**src/rtl/player_bullet.sv**
```systemverilog
// Player missile: launches from the ship centre, climbs the playfield,
// retires on an enemy hit or at the top border, then cools down.
module player_bullet #(
  parameter logic [11:0] color_p    = 12'hFFF,
  parameter logic [9:0]  start_y_p  = 10'd440,
  parameter logic [9:0]  top_y_p    = 10'd8,
  parameter logic [19:0] step_div_p = 20'd400000,
  parameter logic [9:0]  step_px_p  = 10'd4,
  parameter logic [19:0] cooldown_p = 20'd2000000
) (
  input  logic        clk_i,
  input  logic        reset_i,
  input  logic        shoot_i,
  input  logic        alive_i,
  input  logic        freeze_i,
  input  logic [9:0]  player_left_i,
  input  logic [9:0]  player_right_i,
  input  logic        hit_enemy_i,
  output logic        active_o,
  output logic [9:0]  bullet_x_o,
  output logic [9:0]  bullet_y_o,
  output logic        fired_o,
  output logic [11:0] color_o
);

  typedef enum logic [1:0] {
    IDLE,
    FLY,
    COOL
  } state_t;

  localparam logic [19:0] step_last = step_div_p - 20'd1;
  localparam logic [19:0] cool_last = cooldown_p - 20'd1;
  localparam logic [10:0] top_lim  =
    {1'b0, top_y_p} + {1'b0, step_px_p};

  state_t      state_q, state_d;
  logic        shoot_q;
  logic        fire_req;
  logic [19:0] step_q, step_d;
  logic [19:0] cool_q, cool_d;
  logic [9:0]  x_q, x_d;
  logic [9:0]  y_q, y_d;
  logic        fired_q, fired_d;
  logic [10:0] x_sum;
  logic        at_top;

  assign fire_req = shoot_i & ~shoot_q;
  assign x_sum    = {1'b0, player_left_i}
                  + {1'b0, player_right_i};
  assign at_top   = {1'b0, y_q} < top_lim;

  // State, counters and bullet position registers
  always_ff @(posedge clk_i) begin
    if (reset_i) begin
      state_q <= IDLE;
      shoot_q <= 1'b0;
      step_q  <= '0;
      cool_q  <= '0;
      x_q     <= '0;
      y_q     <= '0;
      fired_q <= 1'b0;
    end else begin
      state_q <= state_d;
      shoot_q <= shoot_i;
      step_q  <= step_d;
      cool_q  <= cool_d;
      x_q     <= x_d;
      y_q     <= y_d;
      fired_q <= fired_d;
    end
  end

  // Next state: death beats hit, hit beats a same-cycle step
  always_comb begin
    state_d = state_q;
    step_d  = step_q;
    cool_d  = cool_q;
    x_d     = x_q;
    y_d     = y_q;
    fired_d = 1'b0;
    if (!alive_i) begin
      state_d = IDLE;
      step_d  = '0;
      cool_d  = '0;
    end else begin
      case (state_q)
        IDLE: begin
          if (fire_req && !freeze_i) begin
            state_d = FLY;
            x_d     = x_sum[10:1];
            y_d     = start_y_p;
            step_d  = '0;
            fired_d = 1'b1;
          end
        end
        FLY: begin
          if (hit_enemy_i) begin
            state_d = COOL;
            step_d  = '0;
            cool_d  = '0;
          end else if (!freeze_i) begin
            if (step_q == step_last) begin
              step_d = '0;
              if (at_top) begin
                state_d = COOL;
                cool_d  = '0;
              end else begin
                y_d = y_q - step_px_p;
              end
            end else begin
              step_d = step_q + 20'd1;
            end
          end
        end
        COOL: begin
          if (!freeze_i) begin
            if (cool_q == cool_last) begin
              state_d = IDLE;
              cool_d  = '0;
            end else begin
              cool_d = cool_q + 20'd1;
            end
          end
        end
        default: begin
          state_d = IDLE;
          step_d  = '0;
          cool_d  = '0;
        end
      endcase
    end
  end

  assign active_o   = (state_q == FLY);
  assign bullet_x_o = x_q;
  assign bullet_y_o = y_q;
  assign fired_o    = fired_q;
  assign color_o    = active_o ? color_p : 12'h000;

endmodule

```
**config.mk**
```make
export PLATFORM = sky130hd
export DESIGN_NAME = player_bullet
export DESIGN_NICKNAME = d
export VERILOG_FILES = /design/src/rtl/player_bullet.sv
export SDC_FILE = /design/constraint.sdc
export NUM_CORES = 1
export LEC_CHECK = 0
export BUFFER_PORTS_ARGS = -buffer_cell sky130_fd_sc_hd__buf_2
export CAP_MARGIN = 20
export CELL_PAD_IN_SITES_DETAIL_PLACEMENT = 0
export CELL_PAD_IN_SITES_GLOBAL_PLACEMENT = 2
export CORE_MARGIN = 5
export CORE_UTILIZATION = 36
export CTS_CLUSTER_SIZE = 24
export DETAILED_ROUTE_END_ITERATION = 8
export GPL_TIMING_DRIVEN = 0
export PLACE_DENSITY_LB_ADDON = 0.1
export SETUP_SLACK_MARGIN = 0.02
export SLEW_MARGIN = 25
export SYNTH_ARGS = -nofsm -noshare
export SYNTH_HDL_FRONTEND = slang
export SYNTH_SLANG_ARGS = --single-unit
```
**constraint.sdc**
```tcl
create_clock -name clk_i -period 3 [get_ports clk_i]
set_input_delay 0.6 -clock clk_i [delete_from_list [all_inputs] [get_ports clk_i]]
set_output_delay 0.6 -clock clk_i [all_outputs]
set_load 0.03 [all_outputs]
```
==> After elaboration in Yosys (flattened, before gate mapping) <==
Index checks and enable logic that the tools add are counted.
{ "totals": {"regBits": 64, "in_bits": 26, "elab_cells": 70} }
{ "op_classes": {"add_sub_neg": 4, "magnitude_cmp": 1, "eq_ne": 14, "muxes": 28, "bitwise": 5, "n_reduce_logical": 11} }
{ "op_table": {"columns": ["cell", "count"], "rows": [
  ["20-bit two-way mux", 10],
  ["20-bit one-hot mux with 3 select lines", 2],
  ["10-bit two-way mux", 5],
  ["20-bit by 1-bit adder with 20-bit output (second input constant)", 2],
  ["20-bit by 19-bit equality test with 1-bit output (second input constant)", 1],
  ["20-bit equality test (second input constant)", 1],
  ["10-bit one-hot mux with 2 select lines", 1],
  ["2-bit two-way mux", 7],
  ["12-bit two-way mux", 1],
  ["2-bit != test (second input constant)", 6],
  ["10-bit by 10-bit adder with 11-bit output", 1],
  ["10-bit by 4-bit < comparator with 1-bit output (second input constant)", 1],
  ["10-bit by 3-bit subtractor with 10-bit output (second input constant)", 1],
  ["7-bit AND reduction", 1],
  ["3-bit by 2-bit != test with 1-bit output (second input constant)", 2],
  ["2-bit one-hot mux with 3 select lines", 1],
  ["3-bit AND reduction", 2],
  ["6-bit AND reduction", 1],
  ["5-bit AND reduction", 1],
  ["1-bit NOT", 4],
  ["3-bit != test (second input constant)", 1],
  ["3-bit OR reduction", 1],
  ["2-bit by 1-bit equality test with 1-bit output (second input constant)", 1],
  ["2-bit equality test (second input constant)", 1],
  ["8 further kinds", 8]
]} }

==> Depth between registers and ports, before layout <==
Gate-level depths: netlist (run 1).
{ "depth": {"word_depth": 6, "mapped_depth": 8, "depth_no_buf": 7} }

==> Worst setup path after synthesis (run 1) <==
Ideal clock, no wire load.
{ "synth_timing": {"kind": "input port to flip-flop", "from": "input port freeze_i", "to": "register y_q[5] (netlist: bullet_y_o[5])", "arrival_ns": 2.068, "required_time_ns": 2.883, "path_slack_ns": 0.815, "path_stages": 5, "cell_sequence": "clkbuf_1 or4b_2 nor4_4 nand3_1 a32o_1"} }
{ "synth_between": {"elab_chain_len": 4, "word_cells_on_any_way": 5, "cone_classes": "2 x eq/ne; 3 x reduce/logical"} }
{ "synth_rtl": {"columns": ["item", "line", "text"], "rows": [
  ["start, declared", "15", "input logic freeze_i,"],
  ["1-bit logical NOT", null, null],
  ["1-bit logical AND", "89", "if (fire_req && !freeze_i) begin"],
  ["2-bit != test (no source line)", null, null],
  ["7-bit AND reduction (no source line) *", null, null],
  ["end signal, assigned", "69", "y_q <= y_d;"],
  ["end, declared", "43", "logic [9:0] y_q, y_d;"]
]} }
Every way passes the cells marked *; elsewhere a longest branch is shown, timed or not.
A chain may end at the register's enable or synchronous reset.

==> Final worst setup path (run 1) <==
{ "layout_timing": {"from": "register state_q[1]", "to": "register step_q[8]"} }
{ "layout_between": {"elab_chain_len": 3, "word_cells_on_any_way": 8, "cone_classes": "4 x eq/ne; 1 x mux; 1 x bitwise; 2 x reduce/logical"} }
{ "layout_rtl": {"columns": ["item", "line", "text"], "rows": [
  ["start, declared", "37", "state_t state_q, state_d;"],
  ["start signal, assigned", "64", "state_q <= state_d;"],
  ["2-bit by 1-bit equality test with 1-bit output (tied with other cells)", "87", "case (state_q)"],
  ["3-bit != test (no source line) (tied with other cells)", null, null],
  ["3-bit AND reduction (no source line)", null, null],
  ["end signal, assigned", "66", "step_q <= step_d;"],
  ["end, declared", "40", "logic [19:0] step_q, step_d;"]
]} }
Parallel ways exist; a longest one is shown, timed or not.

==> results.yml, run 1 <==
layout:
  regArea_mm2: 0.00124
  layout-drive-gt1-share_pct: 19.9
  most_common_cell_after_layout_fill_and_taps_aside: "sky130_fd_sc_hd__dfxtp_1"
  antenna_cells_inserted: 0
  fillCellCount: 1097
  final_net_count: 568
  top_library_cells_by_usage_in_the_layout_fill_and_taps_aside: "sky130_fd_sc_hd__dfxtp_1 (62), sky130_fd_sc_hd__buf_2 (58), sky130_fd_sc_hd__nand2_1 (41), sky130_fd_sc_hd__nor2_1 (37), sky130_fd_sc_hd__a21oi_1 (36)"
  multi_input_comb_area_mm2: 0.00230
  finalNonFillerCells: 669
  area.growth.synth_to_final_pct: 16.9
worst_setup_path:
  timing.critical_path.from_type: "flip-flop"
  end_kind: "flip-flop"
  cp_max_fo: 10
  crit_arrival_ps: 2930
  regToRegSetupSlack_ps: 290
  r2r-start: "state_q[1]$_SDFFE_PP0P_"
  reg2regPathDepth: 6
  worst-setup-path-type: "flip-flop to flip-flop"
  timing.critical_path.required_ps: 3220
  regToRegEndpoint: "step_q[8]$_SDFFE_PP0P_"
yosys:
  synth.avg_cell_area_um2: 8.19
  synth_top_cell_area_share_pct: 32.9
  synthesis.yosys.warnings: 0
  synth_area_mm2: 0.00378
  synth-edff-count: 0
  ys.flop_type: "sky130_fd_sc_hd__dfxtp_1"
  synth_cell_type_count: 69
  ys_top_cells_by_area: "sky130_fd_sc_hd__dfxtp_1 (33%), sky130_fd_sc_hd__a21oi_1 (4.8%), sky130_fd_sc_hd__ha_1 (4.3%), sky130_fd_sc_hd__nand2_1 (4.1%), sky130_fd_sc_hd__xnor2_1 (3.9%)"
  part_of_the_yosys_area_used_for_sequential_elements_pct: 32.9
  netlist.top_cell.by_area: "sky130_fd_sc_hd__dfxtp_1"
  synth_async_sr_flop_share_pct: 0
  synthCells: 461
  synth.ff_latch_count: 62
cts:
  h_tree_level_count: 3
  cts_hold_repair_buffers: 0
  cts-root-to-sink-buffers: 2
  cts.root.buffer_cell: "sky130_fd_sc_hd__clkbuf_8"
  cts.sink_count: 62
  cts_buffers: 9
  cts.reportedPaths.clkPinSlew_ps: 70
  tritoncts: "yes"
  insertion_delay_ps: 350
route:
  via_count: 3696
  drc: 0
  ant_nets: 0
  drt_pass_1_iters: 6
  detailedRoute.firstIterationViolations: 119
  totalWireLength_um: 10700
  avgRoutedWirePerCell_um: 15.9
  vias_per_cell: 5.52
floorplanning:
  die-area_mm2: 0.0126
  starting_density_pct: 36.7
  die-width_um: 112
  fp.dieH_um: 112
  floorplan.rows: 37
  ios: 60
  core_region_area_mm2: 0.0103
sta:
  finalCriticalPeriod_ps: 2710
  setup_viol: 0
  fin_ws_ps: 287
  clock_skew_ps: 6.69
  number_of_slew_limit_violations_in_the_final_report: 0
  max_slew.worst_pin.slew_ps: 881
  rsz_0062_raised_after_global_routing: "no"
  hold_viol_final: 0
  timing.max_slew.rel_slack_pct: 40.6
  fin_crit_sh_pct: 90.4
  max_freq_ghz: 0.369
  fin_setup_tns_ps: 0
min_path:
  timing.hold.worst.class: "flip-flop to flip-flop"
  holdPathEnd: "bullet_x_o[1]$_SDFFE_PP0P_"
  holdCritStartpoint: "bullet_x_o[1]$_SDFFE_PP0P_"
  whs_path_depth: 2
run_status:
  result_of_the_run: "completed"
global_route:
  first_global_vias: 3511
  initial_antenna_violation_count: 0
  sum_of_overflow_across_all_layers_after_global_routing: 0
  grt_usage_pct: 17.3
  first_pass_grt_wire_length_um: 18000
  largest_net_degree_at_the_start_of_global_routing: 14
power_and_ir_drop:
  max-vdd-ir-drop_uv: 194
  leakagePower_nw: 1.57
  pwr_density_cell_mw_per_mm2: 413
place:
  dpl.hpwl_um: 7770
  dp_worst_setup_slack_ps: 166
  dp.cells: 654
  gp_congestion: 0.805
  port-buffer-count: 56
run:
  timing.max_cap.violations: 0
[registers in the layout, summed over array words and instances (netlist names)]
name,flops
shoot_q,1
cool_q,20
step_q,20
bullet_y_o,8
state_q,2
fired_o,1
bullet_x_o,10
[layout make-up]
type	instances	share of cell area [%]
multi-input combinational	353	52.1
clock inverter	3	0.397
tap	136	3.85
inverter	15	1.28
clock buffer	13	3.83
sequential	62	28.1
timing repair buffer	56	6.35
buffer	31	4.05
[worst max-delay path, stage by stage (launching register included)]
cell and delay [ps]:
sky130_fd_sc_hd__dfxtp_1 430, sky130_fd_sc_hd__clkbuf_1 370, sky130_fd_sc_hd__o21ai_1 320, sky130_fd_sc_hd__and2_1 310
sky130_fd_sc_hd__o21ai_1 610, sky130_fd_sc_hd__clkbuf_1 450, sky130_fd_sc_hd__nor2_1 100
[through the flow]
step / area, um^2 / power [mW] / utilization, % / hold slack, ps
2_1_floorplan: 3780 / 1.05 / - / 447
3_3_place_gp: 4230 / 1.13 / 41.2 / 443
6_report: 4420 / 1.83 / 43.0 / 456
3_5_place_dp: 4230 / 1.13 / 41.2 / 449
4_1_cts: 4410 / 1.85 / 42.9 / 460
5_1_grt: 4420 / 1.92 / 43.0 / 480
[layer usage]
layer  vias to the layer above  part of all wire (%)  GRT usage (%)
met3                        11                   3.3           3.50
met2                        68                    47           27.1
li1                       1882                     -              -
met4                         0                   1.1           4.81
met5                         -                     0              0
met1                      1735                    49           24.1
[cells by family (layout without fill, tap and decap cells)]
logic type,after synthesis,count (layout),share of synthesized area [%]
buffers and inverters,47,118,6.33
AOI/OAI and AO/OA,134,134,24.8
xor gates and xnor gates,17,17,3.94
and+or+nand+nor,186,186,27.1
other,1,2,0.0993
DFF,62,62,32.9
adders and majority gates,14,14,4.84
[synthesized netlist by cell type, types with 3 or more instances]
cell	n
sky130_fd_sc_hd__dfxtp_1	62
sky130_fd_sc_hd__o22ai_1	8
sky130_fd_sc_hd__o21a_1	7
sky130_fd_sc_hd__nor2_1	37
sky130_fd_sc_hd__o31ai_1	9
sky130_fd_sc_hd__inv_1	14
sky130_fd_sc_hd__xnor2_1	17
sky130_fd_sc_hd__o41ai_1	4
sky130_fd_sc_hd__o211ai_1	5
sky130_fd_sc_hd__nor2b_1	4
sky130_fd_sc_hd__a21boi_0	3
sky130_fd_sc_hd__ha_1	13
sky130_fd_sc_hd__a211oi_1	16
sky130_fd_sc_hd__a31oi_1	3
sky130_fd_sc_hd__nand2_1	41
sky130_fd_sc_hd__nand4b_1	3
sky130_fd_sc_hd__and3_1	3
sky130_fd_sc_hd__or4_1	8
sky130_fd_sc_hd__nand4_1	15
sky130_fd_sc_hd__nand3_1	25
sky130_fd_sc_hd__buf_4	14
sky130_fd_sc_hd__nor3_1	10
sky130_fd_sc_hd__or3_1	12
sky130_fd_sc_hd__clkbuf_1	15
sky130_fd_sc_hd__and4_1	3
sky130_fd_sc_hd__nor4_1	3
sky130_fd_sc_hd__a2111oi_0	7
sky130_fd_sc_hd__a21oi_1	36
sky130_fd_sc_hd__o21ai_0	11
[worst max path at each step]
stage | from | end | slack [ps] | depth (start not counted)
2_1_floorplan | freeze_i | bullet_y_o[5]$_SDFFE_PP0P_ | 820 | 5
3_3_place_gp | freeze_i | step_q[0]$_SDFFE_PP0P_ | 160 | 6
3_5_place_dp | freeze_i | step_q[16]$_SDFFE_PP0P_ | 170 | 6
4_1_cts | state_q[1]$_SDFFE_PP0P_ | color_o[1] | 100 | 5
5_1_grt | state_q[1]$_SDFFE_PP0P_ | step_q[8]$_SDFFE_PP0P_ | 30 | 6
6_report | state_q[1]$_SDFFE_PP0P_ | step_q[8]$_SDFFE_PP0P_ | 290 | 6
[where the power goes]
group,internal [mW],switching [mW],total [mW]
logic,0.0941,0.173,0.267
registers,0.835,0.0105,0.846
clock network,0.365,0.347,0.713
[what timing repair did]
action | CTS | global route
endpoints found under the setup margin | 12 | 12
gates cloned | 0 | 0
setup buffers | 0 | 0
gates resized for setup | 0 | 1
Power figures use the tool's default switching activity.
==> inputs of run 2 (changes only) <==
- PLACE_DENSITY: not set -> 0.9
- PLACE_DENSITY_LB_ADDON: 0.1 -> not set
==> run 2 against run 1 <==
Net effect: design area grew 0.48%; clock power grew 11%; core utilization grew 0.21 points; fmax grew 2.7%; sequential share of layout area shrank 0.13 points; global-route usage shrank 0.29 points; die area is the same; clock-buffer cell count shrank 1; critical path depth is the same; via count shrank 0.92%; hold slack lost 0.82 ps.
==> results.yml, run 2 (synthesized netlist as in run 1, its figures left out) <==
power_and_ir_drop:
  leakagePower_nw: 1.58
  pwr_density_cell_mw_per_mm2: 428
  p_total_mw: 1.90
  max-vdd-ir-drop_uv: 252
global_route:
  sum_of_overflow_across_all_layers_after_global_routing: 0
  initial_antenna_violation_count: 0
  grt_usage_pct: 17.0
  first_pass_grt_wire_length_um: 17800
  first_global_vias: 3541
  largest_net_degree_at_the_start_of_global_routing: 14
floorplanning:
  starting_density_pct: 36.7
  die-width_um: 112
  floorplan.rows: 37
  ios: 60
  core_region_area_mm2: 0.0103
  die-area_mm2: 0.0126
  fp.dieH_um: 112
route:
  avgRoutedWirePerCell_um: 15.5
  via_count: 3662
  ant_nets: 0
  top_signal_layer_used: "met4"
  drc: 0
  route.met3.wl_um: 460
  routed_metal_1_wirelength_um: 4770
  drt_pass_1_iters: 4
  detailedRoute.firstIterationViolations: 228
  vias_per_cell: 5.48
  totalWireLength_um: 10400
  route.met2.wl_um: 5000
worst_setup_path:
  regToRegSetupSlack_ps: 360
  cp_max_fo: 10
  timing.critical_path.from_type: "flip-flop"
  startpoint: "state_q[1]$_SDFFE_PP0P_"
  crit_arrival_ps: 2870
  timing.critical_path.required_ps: 3220
  end_kind: "flip-flop"
  worst-setup-path-type: "flip-flop to flip-flop"
  r2r-start: "state_q[1]$_SDFFE_PP0P_"
cts:
  cts.sink_count: 62
  tritoncts: "yes"
  cts.root.buffer_cell: "sky130_fd_sc_hd__clkbuf_8"
  cts.reportedPaths.clkPinSlew_ps: 80
  post_cts_resize_count: 0
  h_tree_level_count: 3
  insertion_delay_ps: 350
  cts_buffers: 9
  buffer_count_from_post_cts_setup_fixing: 0
  cts_hold_repair_buffers: 0
  cts-root-to-sink-buffers: 2
min_path:
  holdCritStartpoint: "bullet_x_o[1]$_SDFFE_PP0P_"
  timing.hold.worst.class: "flip-flop to flip-flop"
sta:
  fin_setup_tns_ps: 0
  max_freq_ghz: 0.379
  fin_crit_sh_pct: 88.1
  number_of_slew_limit_violations_in_the_final_report: 0
  timing.max_slew.rel_slack_pct: 41.0
  max_slew.worst_pin.slew_ps: 876
  setup_viol: 0
  finalCriticalPeriod_ps: 2640
  hold_viol_final: 0
  clock_skew_ps: 11.6
  rsz_0062_raised_after_global_routing: "no"
layout:
  top_library_cells_by_usage_in_the_layout_fill_and_taps_aside: "sky130_fd_sc_hd__dfxtp_1 (62), sky130_fd_sc_hd__buf_2 (58), sky130_fd_sc_hd__nand2_1 (41), sky130_fd_sc_hd__nor2_1 (37), sky130_fd_sc_hd__a21oi_1 (36)"
  layout-drive-gt1-share_pct: 19.9
  area.growth.synth_to_final_pct: 17.5
  finalNonFillerCells: 668
  final_net_count: 568
  antenna_cells_inserted: 0
  multi_input_comb_area_mm2: 0.00230
  fillCellCount: 1079
  most_common_cell_after_layout_fill_and_taps_aside: "sky130_fd_sc_hd__dfxtp_1"
  regArea_mm2: 0.00124
place:
  dp.cells: 654
  dpl.hpwl_um: 7650
  gp_congestion: 0.827
  port-buffer-count: 56
run:
  timing.max_cap.violations: 0
run_status:
  result_of_the_run: "completed"
run 2: changes by cell type in the layout (fill, tap and decap cells not counted):
cell	delta
sky130_fd_sc_hd__clkbuf_1	-1
sky130_fd_sc_hd__bufinv_16	+1
sky130_fd_sc_hd__clkinv_2	-1
run 2: routing by layer:
layer	track usage [%]	vias to the layer above
met2	27.5	66
met5	0	-
met1	22.5	1715
met3	3.67	8
li1	-	1873
met4	5.37	0
run 2: per-stage QoR:
stage / setup WS, ps / util (%) / area (um^2) / hold slack (ps)
CTS: 136 / 43.1 / 4430 / 460
global route: 69.2 / 43.2 / 4440 / 484
detailed placement: 219 / 41.2 / 4230 / 447
floorplan: 815 / - / 3780 / 447
finish: 358 / 43.2 / 4440 / 455
global placement: 209 / 41.2 / 4230 / 438
run 2: power by group:
part / internal (mW) / leakage, nW / switching [mW] / total (mW)
Combinational: 0.0940 / 0.978 / 0.170 / 0.264
Clock: 0.446 / 0.104 / 0.344 / 0.790
Sequential: 0.835 / 0.501 / 0.0112 / 0.847
run 2: cell type report:
| class | instances | area share [%] |
|---|---|---|
| multi-input combinational | 353 | 51.9 |
| buffer | 31 | 4.03 |
| clock inverter | 3 | 0.959 |
| sequential | 62 | 28.0 |
| tap | 136 | 3.84 |
| timing repair buffer | 56 | 6.32 |
| clock buffer | 12 | 3.72 |
| inverter | 15 | 1.27 |
run 2: final timing paths:
kind / end / cells after the start
max reg2reg: step_q[5]$_SDFFE_PP0P_ / 6
max: step_q[5]$_SDFFE_PP0P_ / 6
min: bullet_x_o[1]$_SDFFE_PP0P_ / 2
min reg2reg: bullet_x_o[1]$_SDFFE_PP0P_ / 2
run 2: worst max-delay path: stages, from the launching register on:
cell and delay, ps:
sky130_fd_sc_hd__dfxtp_1 440, sky130_fd_sc_hd__clkbuf_1 360, sky130_fd_sc_hd__o21ai_1 310, sky130_fd_sc_hd__and2_1 290, sky130_fd_sc_hd__o21ai_1 580, sky130_fd_sc_hd__clkbuf_1 450, sky130_fd_sc_hd__nor2_1 90
